[config.mk]
export PLATFORM = sky130hd
export DESIGN_NAME = chrono_button_control
export DESIGN_NICKNAME = d
export VERILOG_FILES = /design/src/rtl/chrono_button_control.sv
export SDC_FILE = /design/constraint.sdc
export NUM_CORES = 1
export LEC_CHECK = 0
export CAP_MARGIN = 10
export CORE_MARGIN = 1
export CORE_UTILIZATION = 30
export DETAILED_ROUTE_END_ITERATION = 8
export PLACE_DENSITY = 0.47
export SLEW_MARGIN = 10
export SYNTH_ARGS = -nofsm -noshare
export SYNTH_HDL_FRONTEND = slang
export SYNTH_SLANG_ARGS = --single-unit
[constraint.sdc]
create_clock -name clk_in -period 2.1 [get_ports clk_in]
set_input_delay 0.42 -clock clk_in [delete_from_list [all_inputs] [get_ports clk_in]]
set_output_delay 0.42 -clock clk_in [all_outputs]
set_load 0.01 [all_outputs]
[src/rtl/chrono_button_control.sv]
// rtl/chrono_button_control.sv - stopwatch button debounce, start/stop/lap/clear FSM and tick gating

// Synchroniser, debouncer and press detector for one raw push-button.
module chrono_button_debounce #(
  parameter int DEBOUNCE_CYCLES = 500000
) (
  input  logic clk_in,
  input  logic rst_in,
  input  logic btn_raw,
  output logic press
);

  localparam int CW = $clog2(DEBOUNCE_CYCLES + 1);
  localparam logic [CW-1:0] LAST = CW'(DEBOUNCE_CYCLES - 1);

  logic          sync1;
  logic          sync2;
  logic          stable;
  logic          stable_d;
  logic [CW-1:0] cnt;

  // Two-flop synchroniser, then accept a level change only after it has
  // persisted DEBOUNCE_CYCLES consecutive cycles; any return to the stable
  // level discards the partial count.
  always_ff @(posedge clk_in) begin
    if (rst_in) begin
      sync1    <= 1'b0;
      sync2    <= 1'b0;
      stable   <= 1'b0;
      stable_d <= 1'b0;
      cnt      <= '0;
    end else begin
      sync1    <= btn_raw;
      sync2    <= sync1;
      stable_d <= stable;
      if (sync2 != stable) begin
        if (cnt == LAST) begin
          stable <= ~stable;
          cnt    <= '0;
        end else begin
          cnt <= cnt + CW'(1);
        end
      end else begin
        cnt <= '0;
      end
    end
  end

  // Press is the single cycle where the debounced level has just gone high.
  assign press = stable & ~stable_d;

endmodule

// Top: two debounced buttons drive the stopwatch mode FSM.
module chrono_button_control #(
  parameter int DEBOUNCE_CYCLES = 500000
) (
  input  logic       clk_in,
  input  logic       rst_in,
  input  logic       btn_start_stop,
  input  logic       btn_lap_clear,
  input  logic       tick_in,
  output logic       tick_out,
  output logic       run,
  output logic       clear,
  output logic       freeze,
  output logic [1:0] state
);

  typedef enum logic [1:0] {
    S_IDLE    = 2'b00,
    S_RUNNING = 2'b01,
    S_LAP     = 2'b10,
    S_STOPPED = 2'b11
  } state_t;

  state_t cur_state;
  state_t nxt_state;
  logic   nxt_clear;
  logic   ss_press;
  logic   lc_press;
  logic   ss_evt;
  logic   lc_evt;

  chrono_button_debounce #(.DEBOUNCE_CYCLES(DEBOUNCE_CYCLES)) u_db_ss (
    .clk_in  (clk_in),
    .rst_in  (rst_in),
    .btn_raw (btn_start_stop),
    .press   (ss_press)
  );

  chrono_button_debounce #(.DEBOUNCE_CYCLES(DEBOUNCE_CYCLES)) u_db_lc (
    .clk_in  (clk_in),
    .rst_in  (rst_in),
    .btn_raw (btn_lap_clear),
    .press   (lc_press)
  );

  // Start/stop has priority: a lap/clear press in the same cycle is dropped.
  assign ss_evt = ss_press;
  assign lc_evt = lc_press & ~ss_press;

  // Next-state and clear-request decode.
  always_comb begin
    nxt_state = cur_state;
    nxt_clear = 1'b0;
    case (cur_state)
      S_IDLE: begin
        if (ss_evt) begin
          nxt_state = S_RUNNING;
        end else if (lc_evt) begin
          nxt_clear = 1'b1;
        end
      end
      S_RUNNING: begin
        if (ss_evt) begin
          nxt_state = S_STOPPED;
        end else if (lc_evt) begin
          nxt_state = S_LAP;
        end
      end
      S_LAP: begin
        if (ss_evt) begin
          nxt_state = S_STOPPED;
        end else if (lc_evt) begin
          nxt_state = S_RUNNING;
        end
      end
      S_STOPPED: begin
        if (ss_evt) begin
          nxt_state = S_RUNNING;
        end else if (lc_evt) begin
          nxt_state = S_IDLE;
          nxt_clear = 1'b1;
        end
      end
      default: begin
        nxt_state = S_IDLE;
      end
    endcase
  end

  // State register with outputs registered alongside it; tick gating uses
  // the pre-update run value so a tick coinciding with a mode change follows
  // the old mode.
  always_ff @(posedge clk_in) begin
    if (rst_in) begin
      cur_state <= S_IDLE;
      run       <= 1'b0;
      freeze    <= 1'b0;
      clear     <= 1'b0;
      tick_out  <= 1'b0;
    end else begin
      cur_state <= nxt_state;
      run       <= (nxt_state == S_RUNNING) || (nxt_state == S_LAP);
      freeze    <= (nxt_state == S_LAP);
      clear     <= nxt_clear;
      tick_out  <= tick_in & run;
    end
  end

  assign state = cur_state;

endmodule

Word-level counts from Yosys, hierarchy flattened --
Cells that the tools add are included. Widths: inputs -> output; s select.
Cells by class: add/sub/neg operators 2, equality and inequality tests 9, muxes and demuxes 9, bitwise operators 12, reductions and logical operators 8
Operators by type and width (number):
- $add 19x1->19 const B | 2
- $eq 19x19->1 const B | 2
- $mux 2 | 7
- $reduce_or 3->1 | 3
- $not 1->1 | 8
- $pmux 2 s4 | 1
- $eq 2x2->1 const B | 3
- $and 1x1->1 | 4
- $eq 2x1->1 const B | 2
- $reduce_and 2->1 | 2
- $logic_not 2->1 | 1
- $ne 1x1->1 | 2
- $reduce_or 2->1 | 1
- $logic_or 1x1->1 | 1
- $mux 1 | 1
Word-level totals: flip-flop bits (word level) 52, bits of input ports 5, output and inout bits 6, word-level logic and storage cells 55

Longest topological paths before layout --
depth after elaboration 9, depth in mapped cells 7, depth with buffers taken out 7

Hierarchy --
Synthesis repeated with hierarchy kept, for this count alone.
Unflattened totals: cells, all modules 255, area, all modules 2364.8 sq um
Modules (own cells, without submodules):
- chrono_button_debounce | times used 2, cells each 111, area an instance 1028.5 sq um, sequential area each 460.4 sq um
- chrono_button_control | times used 1, cells each 33, area an instance 307.8 sq um, sequential area each 120.1 sq um

Worst setup path before layout --
OpenSTA, ideal clock, no wires.
path type register to register, start point register u_db_lc.cnt[0], end point register u_db_lc.cnt[10], library setup time 117 ps, arrival 1537 ps, data required time 1983 ps, setup slack 446 ps, stages on the path, launching flop included 8, buffers on the path 2, period minus slack after synthesis 1654 ps, cell sequence dfxtp_1 ha_1 and3_1 buf_2 nand2b_1 o21ai_2 buf_2 nor2_1
On the way: longest elaborated chain between the ends 2, elaborated cells on any way between the ends 3, those cells by class 1 x add/sub; 1 x eq/ne; 1 x reduce/logical
Ends and longest elaborated chain:
- start: declaration | line 20 | logic [CW-1:0] cnt;
- start signal: assignment | line 41 | cnt <= cnt + CW'(1);
- parallel branches: the longest is 2 deep, another holds $add 19x1->19
Several ways; the timed one is not identified. A chain may end at the register's enable or synchronous reset.

Worst setup path after layout --
start point register u_db_ss.cnt[0], end point register u_db_ss.cnt[18]
On the way: longest elaborated chain between the ends 2, elaborated cells on any way between the ends 3, those cells by class 1 x add/sub; 1 x eq/ne; 1 x reduce/logical
Ends and longest elaborated chain (line):
- start: declaration | 20
- start signal: assignment | 41
- parallel branches: the longest is 2 deep, another holds $add 19x1->19
Several ways; the timed one is not identified.

==> results.md <==
- The arrival time at the worst endpoint is 2.01 ns.
- The critical path crosses 5 cells after its start point.
- Setup violations remaining at the end of the flow were counted as 0.
- The height of the chip is 90.6 microns.
- In the final timing run, aggregate negative setup slack is 0 ns.
- Counting every instance in the synthesized netlist gives 251.
- The worst hold path was traced through 2 stages.
- The largest fanout on the critical path is 5.
- The total via count in the routed design is 1,727.
- STA classifies the critical path endpoint as a flop.
- The mean instance size in the synthesized netlist is 9.39 sq um.
- The final period demand of the worst path is 1.76 ns.
- The number of input and output port buffers inserted is 10.
- The total wirelength of the detailed-routed design is 4170 microns.
- The post-synthesis cell type with the largest combined area is sky130_fd_sc_hd__dfxtp_1.
- The worst setup path is of the flop to flop kind.
- The die extent in x is 90.6 microns.
- TritonCTS built the clock tree.
- The final layout contains 279 nets.
- The number of distinct standard cells referenced by the synthesized netlist is 41.
- Setup repair after global routing left no endpoint under its margin.
- In the synthesized netlist the async set-or-reset flop fraction comes to 0%.
- The number of nets produced by synthesis is 263.
- At the later pin of the worst-skew pair, clock insertion delay measures 0.31 ns.
- The floorplan step defined a core boundary enclosing 7410 sq um.
- The buffering stage count on the worst path with inverters included is 0.
- The proportion of layout cells with a drive suffix above 1 is 9.33%.
- The detail-routed via count per cell is 4.71.
- The largest individual stage delay along the critical path comes from the cell sky130_fd_sc_hd__or4_1.
- The design draws 1.73 mW.
- The finished cells cover 2710 sq um.
- The number of pins with negative max-slew slack in the final report was 0.
- The number of buffers added to fix hold violations after cts is 0.
- The number of max-capacitance violations reported is 0.
- The area growth from synthesis to final layout is 14.8%.
- The largest single stage delay on the critical path is 0.48 ns.
- The classification of the worst-slack hold path is flop to flop.
- The initialized floorplan defines 31 standard-cell rows.
- The H-tree generated during clock tree synthesis spans 2 levels.
- The number of buffers between clock root and the deepest sink is 2.
- The sum of overflow across all layers after global routing is 0.
- The commonest cells after synthesis are sky130_fd_sc_hd__dfxtp_1 (52), sky130_fd_sc_hd__nor2_1 (39), sky130_fd_sc_hd__xnor2_1 (16).
- The final routed DRC violation total is 0.
- In this run the tightest slew margin relative to its limit is 75.4%.
- Data on the critical path is required at its endpoint by 2.34 ns.
- The number of placed instances, taps included, is 359.
- The number of global-route vias before repair was 1,645.
- In this run, the number of DRC markers left after iteration 0 of detailed routing was 60.
- Hold is met by 0.438 ns.
- The repair_antennas step left the layout with diodes totalling 0.
- The cell area after placement is 2590 sq um.
- Yosys instantiated no cell more often than sky130_fd_sc_hd__dfxtp_1.
- During synthesis, Yosys emitted a total of 0 warnings.
- Once layout is complete, the cells apart from fillers number 367.
- The number of flops mapped to enable cells by yosys is 0.
- The reg-to-reg setup timing slack is 0.34 ns.
- Counting flops and latches in the post-synthesis netlist gives 52.
- The number of buffers created by CTS is 5.
- The maximum ir drop on the vdd rail is 279 uV.
- The number of gates given a new drive strength after cts is 0.
- The maximum frequency from static timing analysis is 568 MHz.
- The number of hold violations in the final report is 0.
- Summed over all nets, the half-perimeter wirelength after detailed placement is 2970 microns.
- CTS placed an instance of sky130_fd_sc_hd__clkbuf_8 at the clock tree root.
- In this run the remaining antenna-violating nets after routing total 0.
- The run finished with clean final reports.
- The fraction of synthesized cell area taken by the top area cell type is 44.2%.
- The floorplan step defined a die boundary enclosing 8220 sq um.
- The final RePlAce weighted congestion is 0.729.
- The fraction of the yosys area taken by sequential cells is 44.2%.
- Among all flip-flop cells after synthesis, the most frequent one is sky130_fd_sc_hd__dfxtp_1.
- The depth of the worst register-to-register path is 5.
- The transition time at the pin with the least slew margin is 0.366 ns.
- The TritonCTS sink count is 52.
- The leakage power total is 0.844 nW.
- The number of antenna violations at the first check in global routing is 0.
- After clock tree synthesis, the clock-pin slew on the worst setup and hold paths is 0.10 ns.
- The first-pass GRT wire length is 7590 microns.
- The effective utilization at floorplan is 31.8%.
- Of the available clock period, the critical path in the final layout requires 83.9%.
- Traced cell by cell, the critical path runs through ha_1, and4_1, nand3_1, or4_1, a21oi_1.
- After detailed routing, the average wire length per cell comes to 11.4 microns.
- Yosys attributes the largest share of cell area to sky130_fd_sc_hd__dfxtp_1 (44%), sky130_fd_sc_hd__nor2_1 (6.2%), sky130_fd_sc_hd__xnor2_1 (5.9%).
- The maximum number of pins on one net before global-route repair is 19.
- The count of boundary I/O pins is 11.
- On the critical path the largest part of the delay comes from simple AND/OR/NAND/NOR gates.
- The number of setup buffers added after CTS is 0.
- Across the routed clock network, the largest skew measured is 0.0170 ns.
- Global routing used 11.2% of the available tracks.
- The worst setup path is launched from a flop.
- The number of iterations in the first detailed-routing pass is 3.
- The post-synth design cell area is 2360 sq um.
- Power spread over the standard cell area amounts to 640 nW/um^2.
-- tightest hold or removal path: stages (launching register included) --
cell and delay [ns]:
sky130_fd_sc_hd__dfxtp_1 0.32, sky130_fd_sc_hd__nand2_1 0.05, sky130_fd_sc_hd__nor2_1 0.03
-- placed cells by master, fill, tap and decap left out, types with 2 or more instances in the layout --
cell and instances:
sky130_fd_sc_hd__dfxtp_1 52, sky130_fd_sc_hd__nor2_1 39, sky130_fd_sc_hd__xnor2_1 16, sky130_fd_sc_hd__nand4_1 13, sky130_fd_sc_hd__xor2_1 13, sky130_fd_sc_hd__nand3_1 12
sky130_fd_sc_hd__nor2b_1 10, sky130_fd_sc_hd__nand2_1 10, sky130_fd_sc_hd__clkdlybuf4s50_1 10, sky130_fd_sc_hd__a21oi_1 8, sky130_fd_sc_hd__inv_1 7, sky130_fd_sc_hd__nor4_1 7
sky130_fd_sc_hd__ha_1 7, sky130_fd_sc_hd__clkbuf_8 5, sky130_fd_sc_hd__buf_4 5, sky130_fd_sc_hd__o21ai_0 4, sky130_fd_sc_hd__and3_1 4, sky130_fd_sc_hd__nor3_1 4
sky130_fd_sc_hd__nand2b_1 3, sky130_fd_sc_hd__and4_1 3, sky130_fd_sc_hd__a211oi_1 2, sky130_fd_sc_hd__nor4bb_1 2, sky130_fd_sc_hd__o21ai_2 2, sky130_fd_sc_hd__nor4b_1 2
sky130_fd_sc_hd__nand4_4 2, sky130_fd_sc_hd__nor4_2 2, sky130_fd_sc_hd__mux2i_1 2, sky130_fd_sc_hd__nor4b_2 2, sky130_fd_sc_hd__o31ai_1 2, sky130_fd_sc_hd__or4_1 2
sky130_fd_sc_hd__or3_1 2
-- cell families after synthesis --
family / after synthesis / synth area share, %
buffers and inverters: 13 / 2.34
and+or+nand+nor: 126 / 32.0
adders and majority gates: 7 / 3.72
muxes: 3 / 1.33
DFF: 52 / 44.2
xor gates and xnor gates: 29 / 10.8
AOI/OAI and AO/OA: 21 / 5.73
-- final cells by class --
class / count / area [sq um]
Fill cell: 764 / 4700
Sequential cell: 52 / 1040
Timing Repair Buffer: 15 / 138
Multi-Input combinational cell: 186 / 1260
Clock inverter: 3 / 46.3
Tap cell: 99 / 124
Inverter: 7 / 26.3
Clock buffer: 5 / 68.8
-- flip-flops by register name, summed over array words and instances, names as in the netlist --
signal	flops
freeze	1
u_db_ss.cnt	19
state	2
u_db_ss.stable	1
u_db_lc.stable	1
u_db_ss.sync2	1
u_db_ss.stable_d	1
run	1
u_db_ss.sync1	1
u_db_lc.sync2	1
u_db_lc.stable_d	1
tick_out	1
u_db_lc.sync1	1
clear	1
u_db_lc.cnt	19
-- routing by layer --
| layer | track usage (%) | vias up | share of wire, % |
|---|---|---|---|
| li1 | - | 920 | - |
| met1 | 15.3 | 790 | 55 |
| met2 | 17.0 | 11 | 42 |
| met3 | 2.78 | 6 | 2.2 |
| met4 | 3.63 | 0 | 1.3 |
| met5 | 0 | - | 0 |
-- through the flow --
step / worst slack [ns] / utilization (%)
finish: 0.339 / 36.5
global route: 0.160 / 36.5
CTS: 0.327 / 36.5
detailed placement: 0.366 / 35.0
global placement: 0.414 / 35.0
floorplan: 0.446 / -
-- worst paths after layout --
check                 start               to
min                     run         tick_out
max reg2reg  u_db_ss.cnt[0]  u_db_ss.cnt[18]
min reg2reg             run         tick_out
max          u_db_ss.cnt[0]  u_db_ss.cnt[18]
-- report_power, final --
group	switching, mW	total (mW)	internal, mW
Clock	0.351	0.710	0.359
Sequential	0.00259	0.993	0.990
Combinational	0.0133	0.0279	0.0146
Total	0.367	1.73	1.36
(Power assumes the default switching activity.)
